<file path="src/rtl/arith_pkg.sv">
// arith_pkg: constants shared by the arithmetic lab datapath leaves.
//   RCA_DEFAULT_N : default operand/sum width of the ripple-carry adder.
package arith_pkg;
  localparam int RCA_DEFAULT_N = 16;
endpackage

</file>
<file path="src/rtl/rca_full_adder.sv">
// rca_full_adder: one-bit full adder cell, the repeated stage of the ripple chain.
// Ports:
//   a, b : operand bits
//   ci   : carry in from the next-lower stage
//   s    : sum bit
//   co   : carry out to the next-higher stage
module rca_full_adder (
  input  logic a,
  input  logic b,
  input  logic ci,
  output logic s,
  output logic co
);
  logic p;

  // Propagate term is shared between the sum and the carry.
  assign p  = a ^ b;
  assign s  = p ^ ci;
  assign co = (a & b) | (ci & p);
endmodule

</file>
<file path="src/rtl/rca_behavioral_unsigned.sv">
// rca_behavioral_unsigned: registered N-bit unsigned ripple-carry adder.
// Computes a + b + cin through a chain of N full adders and registers the
// result one cycle after an accepted input.
// Ports:
//   clk       : rising-edge clock
//   rst_n     : synchronous active-low reset
//   in_valid  : operands valid this cycle
//   a, b      : N-bit unsigned operands
//   cin       : carry into bit 0
//   sum       : registered (a + b + cin) mod 2^N
//   cout      : registered carry out of bit N-1
//   v         : registered unsigned overflow flag (always equal to cout)
//   out_valid : sum/cout/v hold a new result this cycle
module rca_behavioral_unsigned
  import arith_pkg::*;
#(
  parameter int N = RCA_DEFAULT_N
) (
  input  logic         clk,
  input  logic         rst_n,
  input  logic         in_valid,
  input  logic [N-1:0] a,
  input  logic [N-1:0] b,
  input  logic         cin,
  output logic [N-1:0] sum,
  output logic         cout,
  output logic         v,
  output logic         out_valid
);
  logic [N:0]   carry;
  logic [N-1:0] sum_next;

  logic [N-1:0] sum_reg;
  logic         cout_reg;
  logic         v_reg;
  logic         out_valid_reg;

  assign carry[0] = cin;

  generate
    for (genvar gi = 0; gi < N; gi++) begin : g_stage
      rca_full_adder u_fa (
        .a  (a[gi]),
        .b  (b[gi]),
        .ci (carry[gi]),
        .s  (sum_next[gi]),
        .co (carry[gi+1])
      );
    end
  endgenerate

  // Result registers load only on an accepted input, so undriven operands
  // during idle cycles never reach the outputs. For an unsigned add the
  // overflow flag is simply the final carry.
  always_ff @(posedge clk) begin
    if (!rst_n) begin
      sum_reg       <= '0;
      cout_reg      <= 1'b0;
      v_reg         <= 1'b0;
      out_valid_reg <= 1'b0;
    end else begin
      out_valid_reg <= in_valid;
      if (in_valid) begin
        sum_reg  <= sum_next;
        cout_reg <= carry[N];
        v_reg    <= carry[N];
      end
    end
  end

  assign sum       = sum_reg;
  assign cout      = cout_reg;
  assign v         = v_reg;
  assign out_valid = out_valid_reg;
endmodule

</file>
<file path="config.mk">
export PLATFORM = sky130hd
export DESIGN_NAME = rca_behavioral_unsigned
export DESIGN_NICKNAME = d
export VERILOG_FILES = /design/src/rtl/arith_pkg.sv /design/src/rtl/rca_full_adder.sv /design/src/rtl/rca_behavioral_unsigned.sv
export SDC_FILE = /design/constraint.sdc
export NUM_CORES = 1
export LEC_CHECK = 0
export ABC_CLOCK_PERIOD_IN_PS = 14400
export CORE_MARGIN = 2
export CORE_UTILIZATION = 60
export CTS_CLUSTER_DIAMETER = 50
export CTS_CLUSTER_SIZE = 40
export DETAILED_ROUTE_END_ITERATION = 10
export DONT_BUFFER_PORTS = 1
export PLACE_DENSITY = 0.87
export SLEW_MARGIN = 0
export SYNTH_ARGS = -nofsm -noshare
export SYNTH_HDL_FRONTEND = slang
export SYNTH_HIERARCHICAL = 1
export SYNTH_SLANG_ARGS = --single-unit
</file>
<file path="constraint.sdc">
create_clock -name clk -period 14.4 [get_ports clk]
set_clock_uncertainty 0.2 [all_clocks]
set_input_delay 2.88 -clock clk [delete_from_list [all_inputs] [get_ports clk]]
set_output_delay 2.88 -clock clk [all_outputs]
set_load 0.02 [all_outputs]
</file>
==> impl_metrics.yaml <==
sta:
  period_needed_ns: 9.47
  finalCritPeriodShare_pct: 65.8
  fmax_mhz: 106
  hold_viol_final: 0
  tightest_slew_ns: 0.419
  timing.hold.ws_ns: 0.419
  slew_headroom_pct: 72.0
  drv_slew: 0
  grt_setup_unrepaired: "no"
  layout_setup_ws_ns: 4.93
  tns_ns: 0
  setup_violations: 0
synthesis:
  synth_top_family_by_area: "adder cells"
  yosys_warnings: 6
  syn-instance-count: 73
  syn-cell-area_sq_mm: 0.00101
  synth-adder-area-share_pct: 31.8
  synthXorXnorAreaFrac_pct: 0
  seq_area_frac_synth_pct: 35.8
  ys_ff_latch: 18
  synth.avg_cell_area_sq_um: 13.8
  synth_top_area_cell: "dfxtp_1"
  synth.area.mux_share_pct: 16.9
  synth_compound_area_share_pct: 0
  synth_top_area_share_pct: 35.8
  synth_cell_types: 9
  synthTopCellsByArea: "dfxtp_1 (36%), fa_1 (32%), mux2i_1 (17%)"
  syn_nets: 125
  synthSimpleGateAreaFrac_pct: 11.3
critical_path:
  crit_fanout: 1
  crit_path_start_kind: "input pin"
  rrSetupSlack_ns: 13.31
  rr_endpoint: "v"
  worstPathRequired_ns: 14.39
  r2r_cells: 2
  arrival_ns: 9.46
  critPathCaptureType: "flip-flop"
  reg2reg_from: "v"
  crit_type: "input pin to flip-flop"
detailed_routing:
  drc: 0
  antenna_left: 0
  vias_per_cell: 5.66
  post_drt_wl_per_cell_um: 17.6
  drt_wl_total_um: 1570
  firstDrtPassIters: 2
  first_iter_violations: 1
  vias: 504
final_layout:
  mostFrequentLayoutCells: "dfxtp_1 (18), mux2i_1 (17), nor2b_1 (17), fa_1 (16), clkbuf_4 (3)"
  fin_cells: 89
  multi_input_area_sq_um: 604
  n_fill_cell: 121
  final_common_cell: "dfxtp_1"
  drive_above_1_share_pct: 6.85
  syn_to_final_growth_pct: 1.37
  seqCellArea_sq_um: 360
  stdcell_area_sq_mm: 0.00102
  largest_reg_flops: 16
  nNetsFinal: 126
  num_antenna_cells: 0
power:
  leakagePower_nw: 0.420
  switching_share_pct: 29.0
  intPower_w: 0.0000813
  p_clk_share_pct: 27.1
  seq_power_share_pct: 57.0
  p_switching_w: 0.0000332
  p_per_area_mw_per_mm2: 112
  comb_power_share_pct: 15.9
  peakVddDrop_v: 0.0000642
min_path:
  min_from: "sum[5]"
  whs_path_depth: 2
  min_to: "sum[5]"
  hold_path_class: "flip-flop to flip-flop"
placement:
  port_buffers: 0
  dp.cells: 85
  place_ws_ns: 4.57
  place_congestion: 0.593
  place_area_sq_um: 985
clock_tree:
  clk_pin_slew_worst_paths_ns: 0.11
  ctsHoldBuffers: 0
  cts_tree: "yes"
  insertion_delay_ns: 0.28
  cts_buffers: 3
  cts_resized: 0
  cts_root_buf: "clkbuf_4"
  max-clock-path-buffers: 2
  h-tree-depth: 1
  post_cts_buffers: 0
  clock_sinks: 18
grt:
  antenna_found_initial: 0
  gr-usage-met2_pct: 32.6
  grt_busiest_layer: "met2"
  grt_pass1_vias: 600
  grt_max_degree: 19
  grt_pass1_wl_um: 2630
  grtUsageMet3_pct: 4.80
  grt_use_met1_pct: 20.6
  grt_overflow: 0
  grt_use_total_pct: 18.3
die:
  start_util_pct: 65.3
  ios: 55
  core_area_sq_mm: 0.00154
  die_y_um: 45.0
  die_w_um: 45.0
  rows: 14
  dieArea_sq_mm: 0.00202
run_status:
  status: "finished, final reports clean"
run:
  max-cap-violations: 0
==> worst max path at each step <==
stage | from | end | slack [ns] | cells past startpoint
after floorplan | a[0] | sum[15] | 4.87 | 18
after global placement | a[0] | sum[15] | 4.68 | 18
after detailed placement | a[0] | sum[15] | 4.57 | 18
after CTS | a[0] | sum[15] | 4.89 | 18
after global routing | a[0] | sum[15] | 4.68 | 18
final | a[0] | sum[15] | 4.93 | 18
==> stage by stage <==
stage / total power [W] / util, %
floorplan: 0.0000831 / -
global placement: 0.0000835 / 63.9
detailed placement: 0.0000852 / 63.9
CTS: 0.000116 / 66.2
global route: 0.000122 / 66.2
finish: 0.000115 / 66.2
==> cells in the mapped netlist <==
cell type / number
buf_12: 1
dfxtp_1: 18
buf_4: 1
buf_6: 1
mux2i_1: 17
and2_2: 1
clkbuf_1: 1
nor2b_1: 17
fa_1: 16
==> per-layer routing <==
metal  up-vias  routed length, um
met4         0                 10
met1       243                574
met2        26                830
met3         2                151
met5         -                  0
li1        233                  -
==> power groups by stage <==
stage	combinational [W]	clock, W	sequential, W
final	0.0000182	0.0000311	0.0000653
after global routing	0.0000214	0.0000345	0.0000660
after CTS	0.0000187	0.0000321	0.0000654
after detailed placement	0.0000187	0	0.0000666
after global placement	0.0000171	0	0.0000664
after floorplan	0.0000179	0	0.0000652
==> logic make-up (layout without fill, tap and decap cells) <==
group / count (synthesis) / in the layout
mux: 17 / 17
flops: 18 / 18
fa+ha+maj: 16 / 16
simple gates: 18 / 18
buf+inv: 4 / 4
==> critical path, cell delays in order <==
cell	delay [ns]
fa_1	0.43
fa_1	0.39
fa_1	0.39
fa_1	0.41
fa_1	0.40
fa_1	0.39
fa_1	0.39
fa_1	0.39
fa_1	0.39
fa_1	0.40
fa_1	0.40
fa_1	0.39
fa_1	0.39
fa_1	0.39
fa_1	0.41
fa_1	0.43
mux2i_1	0.13
nor2b_1	0.05
==> area by class of cell <==
class	count	share of cell area, %
Sequential cell	18	35.3
Tap cell	16	1.96
Multi-Input combinational cell	51	59.2
Clock buffer	4	3.55
(Power assumes the default switching activity.)
